File: config.mk
export PLATFORM = sky130hd
export DESIGN_NAME = touch_scan_ctrl_flat
export DESIGN_NICKNAME = d
export VERILOG_FILES = /design/src/rtl/touch_pkg.sv /design/src/rtl/touch_scan_ctrl_if.sv /design/src/rtl/touch_spi_frame.sv /design/src/rtl/touch_scan_ctrl.sv /design/src/flat_wrapper.sv
export SDC_FILE = /design/constraint.sdc
export NUM_CORES = 1
export LEC_CHECK = 0
export ABC_AREA = 1
export CORE_MARGIN = 2
export CORE_UTILIZATION = 45
export CTS_BUF_LIST = sky130_fd_sc_hd__clkbuf_4 sky130_fd_sc_hd__clkbuf_8 sky130_fd_sc_hd__clkbuf_16
export DETAILED_ROUTE_END_ITERATION = 10
export MAX_ROUTING_LAYER = met4
export PLACE_DENSITY_LB_ADDON = 0.15
export SYNTH_ARGS = -nofsm -noshare
export SYNTH_HDL_FRONTEND = slang
export SYNTH_HIERARCHICAL = 1
export SYNTH_SLANG_ARGS = --single-unit
File: constraint.sdc
create_clock -name clk -period 3.4 [get_ports clk]
set_input_delay 0.68 -clock clk [delete_from_list [all_inputs] [get_ports clk]]
set_output_delay 0.68 -clock clk [all_outputs]
set_load 0.005 [all_outputs]
File: src/rtl/touch_pkg.sv
// Shared constants for the ADS7846-style touch-panel scan controller.
package touch_pkg;

  localparam logic [7:0] CMD_X_DEFAULT = 8'h90;
  localparam logic [7:0] CMD_Y_DEFAULT = 8'hD0;

  // Frame edge numbering is 1-based, counted on DCLK rising edges
  localparam logic [4:0] CMD_BITS    = 5'd8;
  localparam logic [4:0] BUSY_EDGE   = 5'd9;
  localparam logic [4:0] DATA_FIRST  = BUSY_EDGE + 5'd1;
  localparam logic [4:0] DATA_LAST   = 5'd21;
  localparam logic [4:0] FRAME_EDGES = 5'd24;

  localparam logic [2:0] ST_IDLE  = 3'd0;
  localparam logic [2:0] ST_CSLOW = 3'd1;
  localparam logic [2:0] ST_XFER  = 3'd2;
  localparam logic [2:0] ST_DONE  = 3'd3;
  localparam logic [2:0] ST_GAP   = 3'd4;

endpackage

File: src/rtl/touch_scan_ctrl_if.sv
// Panel-side serial link plus the DCLK divider enable/output.
interface touch_scan_ctrl_if;
  logic dclk_en;
  logic tp_cs_n;
  logic tp_din;
  logic tp_dout;
  logic tp_busy;
  logic tp_penirq_n;
  logic tp_dclk;

  modport master (
    output dclk_en, tp_cs_n, tp_din,
    input  tp_dout, tp_busy, tp_penirq_n, tp_dclk
  );

  modport slave (
    input  dclk_en, tp_cs_n, tp_din,
    output tp_dout, tp_busy, tp_penirq_n, tp_dclk
  );
endinterface

File: src/rtl/touch_spi_frame.sv
// One 24-edge conversion frame: DCLK edge detect, edge counter, command
// shifter on DIN and 12-bit result shifter on DOUT.
module touch_spi_frame
  import touch_pkg::*;
(
  input  logic        clk,
  input  logic        rst,
  input  logic        load,
  input  logic [7:0]  cmd,
  input  logic        tp_dclk,
  input  logic        tp_dout,
  output logic        din,
  output logic        done,
  output logic [11:0] data
);

  logic       dclk_q;
  logic       active;
  logic [4:0] edge_cnt;
  logic [7:0] cmd_sr;
  logic       rise;
  logic       fall;

  assign rise = tp_dclk & ~dclk_q;
  assign fall = ~tp_dclk & dclk_q;
  assign done = active & rise & (edge_cnt == FRAME_EDGES - 5'd1);
  assign din  = cmd_sr[7];

  always_ff @(posedge clk) begin
    if (rst) begin
      dclk_q   <= 1'b0;
      active   <= 1'b0;
      edge_cnt <= '0;
      cmd_sr   <= '0;
      data     <= '0;
    end else begin
      dclk_q <= tp_dclk;
      if (load) begin
        active   <= 1'b1;
        edge_cnt <= '0;
        cmd_sr   <= cmd;
      end else if (active) begin
        if (rise) begin
          if (done) begin
            edge_cnt <= '0;
            active   <= 1'b0;
          end else begin
            edge_cnt <= edge_cnt + 5'd1;
          end
          // edge_cnt still holds the previous count, so this rise is edge_cnt+1
          if (edge_cnt >= DATA_FIRST - 5'd1 && edge_cnt <= DATA_LAST - 5'd1)
            data <= {data[10:0], tp_dout};
        end
        // Shifting zeros in leaves DIN low once the command byte is out
        if (fall && edge_cnt >= 5'd1 && edge_cnt <= CMD_BITS)
          cmd_sr <= {cmd_sr[6:0], 1'b0};
      end
    end
  end

endmodule

File: src/rtl/touch_scan_ctrl.sv
// Sequences one X then one Y conversion on the touch panel and publishes
// the 12-bit results with a one-cycle valid pulse.
module touch_scan_ctrl
  import touch_pkg::*;
#(
  parameter logic [7:0]  CMD_X      = CMD_X_DEFAULT,
  parameter logic [7:0]  CMD_Y      = CMD_Y_DEFAULT,
  parameter int unsigned CS_SETUP   = 4,
  parameter int unsigned GAP_CYCLES = 1000,
  parameter bit          AUTO_SCAN  = 1'b1
)(
  input  logic               clk,
  input  logic               rst,
  input  logic               start,
  touch_scan_ctrl_if.master  tp,
  output logic [11:0]        x_out,
  output logic [11:0]        y_out,
  output logic               valid,
  output logic               scan_busy,
  output logic               pen_down
);

  localparam logic [15:0] CS_LAST  = (CS_SETUP == 0)   ? 16'd0 : 16'(CS_SETUP - 1);
  localparam logic [15:0] GAP_LAST = (GAP_CYCLES == 0) ? 16'd0 : 16'(GAP_CYCLES - 1);

  logic [2:0]  state;
  logic [15:0] cs_cnt;
  logic [15:0] gap_cnt;
  logic        second;
  logic [11:0] x_hold;
  logic        frame_load;
  logic        frame_done;
  logic [11:0] frame_data;
  logic        cs_done;

  assign cs_done    = (cs_cnt >= CS_LAST);
  assign frame_load = (state == ST_CSLOW) && cs_done;
  assign scan_busy  = (state != ST_IDLE) && (state != ST_GAP);

  touch_spi_frame u_frame (
    .clk     (clk),
    .rst     (rst),
    .load    (frame_load),
    .cmd     (second ? CMD_Y : CMD_X),
    .tp_dclk (tp.tp_dclk),
    .tp_dout (tp.tp_dout),
    .din     (tp.tp_din),
    .done    (frame_done),
    .data    (frame_data)
  );

  always_ff @(posedge clk) begin
    if (rst) begin
      state      <= ST_IDLE;
      tp.dclk_en <= 1'b0;
      tp.tp_cs_n <= 1'b1;
      x_out      <= '0;
      y_out      <= '0;
      x_hold     <= '0;
      valid      <= 1'b0;
      pen_down   <= 1'b0;
      cs_cnt     <= '0;
      gap_cnt    <= '0;
      second     <= 1'b0;
    end else begin
      valid <= 1'b0;
      case (state)
        ST_IDLE: begin
          pen_down <= ~tp.tp_penirq_n;
          if (start || (AUTO_SCAN && pen_down)) begin
            state      <= ST_CSLOW;
            tp.tp_cs_n <= 1'b0;
            cs_cnt     <= '0;
            second     <= 1'b0;
          end
        end
        ST_CSLOW: begin
          if (cs_done) begin
            state      <= ST_XFER;
            tp.dclk_en <= 1'b1;
          end else begin
            cs_cnt <= cs_cnt + 16'd1;
          end
        end
        ST_XFER: begin
          if (frame_done) begin
            tp.dclk_en <= 1'b0;
            cs_cnt     <= '0;
            // CS stays low; the second CSLOW pass doubles as the inter-frame gap
            if (!second) begin
              x_hold <= frame_data;
              second <= 1'b1;
              state  <= ST_CSLOW;
            end else begin
              state <= ST_DONE;
            end
          end
        end
        ST_DONE: begin
          x_out      <= x_hold;
          y_out      <= frame_data;
          valid      <= 1'b1;
          tp.tp_cs_n <= 1'b1;
          gap_cnt    <= '0;
          state      <= ST_GAP;
        end
        ST_GAP: begin
          pen_down <= ~tp.tp_penirq_n;
          if (gap_cnt >= GAP_LAST)
            state <= ST_IDLE;
          else if (gap_cnt != '1)
            gap_cnt <= gap_cnt + 16'd1;
        end
        default: state <= ST_IDLE;
      endcase
    end
  end

endmodule
File: src/flat_wrapper.sv
// flat-port wrapper written by rule: the top's interface ports become plain ports
module touch_scan_ctrl_flat import touch_pkg::*;
#(
  parameter logic [7:0]  CMD_X      = CMD_X_DEFAULT,
  parameter logic [7:0]  CMD_Y      = CMD_Y_DEFAULT,
  parameter int unsigned CS_SETUP   = 4,
  parameter int unsigned GAP_CYCLES = 1000,
  parameter bit          AUTO_SCAN  = 1'b1
)
  (clk, rst, start, x_out, y_out, valid, scan_busy, pen_down, tp_dclk_en, tp_tp_cs_n, tp_tp_din, tp_tp_dout, tp_tp_busy, tp_tp_penirq_n, tp_tp_dclk);
  touch_scan_ctrl_if tp_i ();
  input  logic clk;
  input  logic rst;
  input  logic start;
  output logic [11:0] x_out;
  output logic [11:0] y_out;
  output logic valid;
  output logic scan_busy;
  output logic pen_down;
  output wire logic [$bits(tp_i.dclk_en)-1:0] tp_dclk_en;
  output wire logic [$bits(tp_i.tp_cs_n)-1:0] tp_tp_cs_n;
  output wire logic [$bits(tp_i.tp_din)-1:0] tp_tp_din;
  input wire logic [$bits(tp_i.tp_dout)-1:0] tp_tp_dout;
  input wire logic [$bits(tp_i.tp_busy)-1:0] tp_tp_busy;
  input wire logic [$bits(tp_i.tp_penirq_n)-1:0] tp_tp_penirq_n;
  input wire logic [$bits(tp_i.tp_dclk)-1:0] tp_tp_dclk;
  assign tp_dclk_en = tp_i.dclk_en;
  assign tp_tp_cs_n = tp_i.tp_cs_n;
  assign tp_tp_din = tp_i.tp_din;
  assign tp_i.tp_dout = tp_tp_dout;
  assign tp_i.tp_busy = tp_tp_busy;
  assign tp_i.tp_penirq_n = tp_tp_penirq_n;
  assign tp_i.tp_dclk = tp_tp_dclk;
  touch_scan_ctrl #(.CMD_X(CMD_X), .CMD_Y(CMD_Y), .CS_SETUP(CS_SETUP), .GAP_CYCLES(GAP_CYCLES), .AUTO_SCAN(AUTO_SCAN)) u_core (.clk(clk), .rst(rst), .start(start), .tp(tp_i), .x_out(x_out), .y_out(y_out), .valid(valid), .scan_busy(scan_busy), .pen_down(pen_down));
endmodule
==> metrics.yaml, run 1 <==
timing:
  worstMarginPinSlew_ps: 510
  fin_crit_sh_pct: 71.7
  maxSlewHeadroom_pct: 65.9
  max_freq_ghz: 0.410
  finalSetupTns_ps: 0
  rsz0062_at_grt: "false"
  min_period_ps: 2440
  finalSetupViolations: 0
  slew_viol_final: 0
  fin_skew_ps: 18.2
  hold_viol: 0
final_layout:
  fill_cells: 886
  fin_nets: 596
  fin_cells: 700
  antenna_cells: 0
  syn_to_final_growth_pct: 14.6
  drive_gt1_share_pct: 9.17
die:
  coreArea_sq_um: 9200
  die-area_sq_um: 10200
  boundaryPins: 37
  die_y_microns: 101
  initial_utilization_pct: 46.0
  rows: 35
  die_w_microns: 101
placement:
  gp_congestion: 0.835
  portBuffers: 35
  dpl.hpwl_mm: 5.42
  dp_cells: 684
grt:
  grt_pass1_wl_mm: 13.8
  antenna_found_initial: 0
  grt_start_max_net_pins: 26
  grt_pass1_vias: 3121
  overflow: 0
  grt_use_total_pct: 17.2
worst_setup_path:
  max_stage_delay_ps: 620
  crit_slowest_cell: "dfxtp_1"
  critPathTopFamily: "buffers and inverters"
  critPathMaxFanout: 9
  arrival_ps: 1760
  path_class: "reg2out"
  path_cells: "nor2_4 > inv_1 > clkdlybuf4s50_1"
  cp.required_ps: 2720
  start_kind: "register"
  cp_num_buf_inv: 2
  cp-end-kind: "primary output"
yosys:
  synth-async-reset-ratio_pct: 0
  synth_flop_cell: "dfxtp_1"
  synth-seq-cells: 103
  netlist_area_sq_um: 4230
  synth_cell_types: 36
  synth_cells: 549
  synth_seq_area_share_pct: 48.7
  ys_warn_count: 6
  synth_edf_count: 0
  avgSynthCellArea_sq_um: 7.71
routing:
  drt-total-wl_mm: 7.76
  via_per_inst: 4.82
  ant_nets: 0
  firstDrtPassIters: 4
  drc: 0
  vias: 3373
  drt-initial-drc-count: 83
  post_drt_wl_per_cell_microns: 11.1
power_and_ir_drop:
  peakVddDrop_v: 0.000266
  power_leakage_nw: 1.92
  p_per_area_nw_per_um2: 517
clock_tree:
  htree_levels: 3
  clk_pin_slew_ps: 100
  cts_setup_buffers: 0
  clk_latency_ps: 370
  cts_hold_buf: 0
  numCtsBuffers: 9
  clockBufferDepth: 2
  cts_resized: 0
  clock-sinks: 103
  root_buffer: "clkbuf_8"
  cts_tree: "built"
job:
  drv_cap: 0
hold_path:
  hp-class: "reg2reg"
outcome:
  status: "finished, final reports clean"
[report_power, final]
part           internal, mW  switching (mW)
clock network         0.295           0.462
registers              1.25          0.0575
logic                 0.152           0.289
[layout by cell type (no fill, tap or decap), types with 6 or more instances in the layout]
cell | synthesis | final
clkbuf_8 | 0 | 9
nand2_1 | 124 | 124
inv_2 | 7 | 7
a22o_1 | 13 | 13
o21ai_1 | 9 | 9
nand3_1 | 25 | 25
dfxtp_1 | 103 | 103
nor3_1 | 6 | 6
inv_1 | 53 | 53
o21ai_0 | 29 | 29
conb_1 | 2 | 7
nor2_1 | 78 | 78
a21oi_1 | 36 | 36
clkdlybuf4s50_1 | 0 | 35
[worst min-delay path: cells and delay by family, from the launching register on]
kind	cells	cell delay, ps
and+or+nand+nor	2	90
DFF	1	320
[cells in the mapped netlist, drive strengths merged (2+ instances only)]
cell type  number  area [sq um]
clkbuf          7          26.3
a22o           13           114
dfxtp         103          2060
buf            14           108
ha              5          62.6
inv            61           231
nor3b           4          30.0
o21ai          38           190
nand4           3          18.8
conb            2          7.51
nand2         131           519
a211oi          2          15.0
a21oi          36           180
nor3            7          40.0
nor2           86           372
nand3          31           200
[per-layer routing]
layer	wire (microns)	GRT usage [%]	vias to the layer above
li1	-	-	1810
met1	3970	21.9	1504
met2	3430	26.6	55
met3	297	4.02	4
met4	59	6.24	0
met5	0	-	-
[layout make-up]
cell class / instances / area, sq um / area share, %
sequential: 103 / 2060 / 42.5
multi-input combinational: 368 / 1820 / 37.5
timing repair buffer: 40 / 388 / 8.00
inverter: 62 / 236 / 4.87
tap: 111 / 139 / 2.86
clock buffer: 9 / 124 / 2.55
clock inverter: 7 / 81.3 / 1.68
[per-stage QoR]
step                worst slack (ps)  hold WS (ps)  utilization [%]  power [mW]  cell area [sq um]
floorplan                       1620           417                -        1.70               4250
global placement                1050           426             50.5        1.77               4650
detailed placement              1010           428             50.5        1.78               4650
CTS                              923           444             52.7        2.54               4850
global route                     846           463             52.7        2.67               4850
finish                           961           443             52.7        2.51               4850
[worst paths after layout]
| kind | depth (start not counted) | slack [ps] | start | to |
|---|---|---|---|---|
| worst max-delay path | 3 | 960 | u_core/state[1]$_SDFFE_PP0P_ | scan_busy |
| worst min-delay path | 2 | 440 | u_core/cs_cnt[7]$_SDFFE_PP0P_ | u_core/cs_cnt[7]$_SDFFE_PP0P_ |
| worst max register to register | 13 | 1270 | u_core/cs_cnt[0]$_SDFFE_PP0P_ | u_core/u_frame/data[8]$_SDFFE_PP0P_ |
| worst min register to register | 2 | 440 | u_core/cs_cnt[7]$_SDFFE_PP0P_ | u_core/cs_cnt[7]$_SDFFE_PP0P_ |
[flip-flops by register name, summed over array words and instances, names as in the netlist, 3 cells and up]
register	count
u_core/x_hold	12
u_core/u_frame/data	12
u_core/state	3
u_core/x_out	12
u_core/u_frame/edge_cnt	5
u_core/u_frame/cmd_sr	8
u_core/cs_cnt	16
u_core/gap_cnt	16
u_core/y_out	12
[logic make-up (layout without fill, tap and decap cells)]
| kind of cell | after synthesis | in the layout | synth area share [%] |
|---|---|---|---|
| adders and majority gates | 5 | 5 | 1.48 |
| AOI/OAI and AO/OA | 93 | 93 | 12.9 |
| and+or+nand+nor | 263 | 263 | 28.0 |
| buffers and inverters | 83 | 118 | 8.75 |
| other | 2 | 7 | 0.177 |
| DFF | 103 | 103 | 48.7 |
No activity file was read; power rests on OpenSTA's default activity.
==> inputs of run 2 (changes only) <==
Clock period 3.4 ns to 2 ns, I/O delays scaled along.
==> metrics.yaml, run 2 (synthesis results as in run 1) <==
outcome:
  status: "finished, final reports clean"
job:
  drv_cap: 0
clock_tree:
  clockBufferDepth: 2
  cts_tree: "built"
  root_buffer: "clkbuf_8"
  clock-sinks: 103
  numCtsBuffers: 9
  clk_latency_ps: 370
  cts_hold_buf: 0
  cts_setup_buffers: 0
  clk_pin_slew_ps: 100
  htree_levels: 3
routing:
  firstDrtPassIters: 6
  ant_nets: 0
  drc: 0
  drt-total-wl_mm: 8.14
  drt-initial-drc-count: 124
  post_drt_wl_per_cell_microns: 11.5
  vias: 3481
  via_per_inst: 4.92
final_layout:
  antenna_cells: 0
  biggestRegsByFlops: "u_core/cs_cnt x16, u_core/gap_cnt x16"
  final_util_pct: 53.3
  drive_gt1_share_pct: 11.1
  final_area_sq_um: 4900
  syn_to_final_growth_pct: 15.8
  fin_cells: 708
  final_cell_mix: "nand2_1, dfxtp_1, nor2_1"
  fin_nets: 604
  fill_cells: 901
  layout_commonest_cell: "nand2_1"
timing:
  fin_crit_sh_pct: 96.9
  slew_viol_final: 0
  finalSetupViolations: 0
  hold_viol: 0
  hold_ws_ps: 443
  rsz0062_at_grt: "false"
  fin_skew_ps: 10.8
  max_freq_ghz: 0.516
  min_period_ps: 1940
grt:
  grt_pass1_wl_mm: 13.8
  grt_pass1_vias: 3067
  overflow: 0
  antenna_found_initial: 0
  grt_use_total_pct: 17.3
  grt_start_max_net_pins: 26
worst_setup_path:
  start_kind: "register"
  max_stage_delay_ps: 530
  cp-end-kind: "primary output"
  critPathMaxFanout: 4
  cp.required_ps: 1600
  path_cells: "nor2_4 > inv_1 > clkdlybuf4s50_1"
  arrival_ps: 1540
  crit_slowest_cell: "clkdlybuf4s50_1"
  path_class: "reg2out"
die:
  die_w_microns: 101
  die-area_sq_um: 10200
  rows: 35
  coreArea_sq_um: 9200
  boundaryPins: 37
  die_y_microns: 101
  initial_utilization_pct: 46.0
placement:
  portBuffers: 35
  dpl.hpwl_mm: 5.54
  dp_cells: 691
  gp_congestion: 0.762
  place_area_sq_um: 4700
hold_path:
  hp-class: "reg2reg"
power_and_ir_drop:
  p_per_area_nw_per_um2: 864
  peakVddDrop_v: 0.000429
  power_leakage_nw: 1.94
==> run 2: cell types whose count changed in the layout (fill, tap and decap cells not counted), sizes merged <==
cell and delta:
inv +1, clkinv -2, nor2 +1, buf +7, clkinvlp +1
==> run 2: power by group <==
| group | switching (mW) | internal (mW) | total (mW) |
|---|---|---|---|
| Sequential | 0.0963 | 2.14 | 2.23 |
| Combinational | 0.501 | 0.273 | 0.774 |
| Clock | 0.750 | 0.477 | 1.23 |
| Total | 1.35 | 2.89 | 4.23 |
==> run 2: critical path, delay by kind of cell (launching register included) <==
kind	cells	cell delay [ps]
flip-flops	1	430
buffers and inverters	2	680
AND/OR/NAND/NOR	1	70
==> run 2: what timing repair did <==
| item | 4_1_cts | 5_1_grt |
|---|---|---|
| gates cloned | 0 | 1 |
| gates resized for setup | 2 | 3 |
| pin swaps | 0 | 1 |
| setup endpoints to repair | 1 | 20 |
==> run 2: path summary, 6_finish.rpt <==
| kind | start | endpoint | slack [ps] | cells after the start |
|---|---|---|---|---|
| worst min register to register | u_core/cs_cnt[13]$_SDFFE_PP0P_ | u_core/cs_cnt[13]$_SDFFE_PP0P_ | 440 | 2 |
| worst min-delay path | u_core/cs_cnt[13]$_SDFFE_PP0P_ | u_core/cs_cnt[13]$_SDFFE_PP0P_ | 440 | 2 |
| worst max register to register | u_core/cs_cnt[0]$_SDFFE_PP0P_ | u_core/u_frame/data[1]$_SDFFE_PP0P_ | 240 | 12 |
| worst max-delay path | u_core/state[1]$_SDFFE_PP0P_ | scan_busy | 60 | 3 |
==> run 2: layer usage <==
metal | share of wire, % | global-route usage (%)
met4 | 1.2 | 4.26
met5 | 0 | -
met3 | 3.6 | 4.37
met2 | 44 | 26.4
met1 | 51 | 23.2
==> run 2: final cells by class <==
class	instances	area [sq um]	area share, %
clock buffers	9	124	2.53
clock inverters	7	58.8	1.20
inverters	62	236	4.83
multi-input cells	369	1830	37.4
flip-flops and latches	103	2070	42.2
well taps	111	139	2.83
repair buffers	47	440	8.99
==> run 2: through the flow <==
step	setup TNS (ps)	worst slack (ps)	total power [mW]
after global placement	-33.7	-33.7	3.03
final	0	62.1	4.23
after detailed placement	-33.0	-22.5	3.05
after floorplan	0	222	2.90
after global routing	0	2.66	4.47
after CTS	0	28.6	4.28
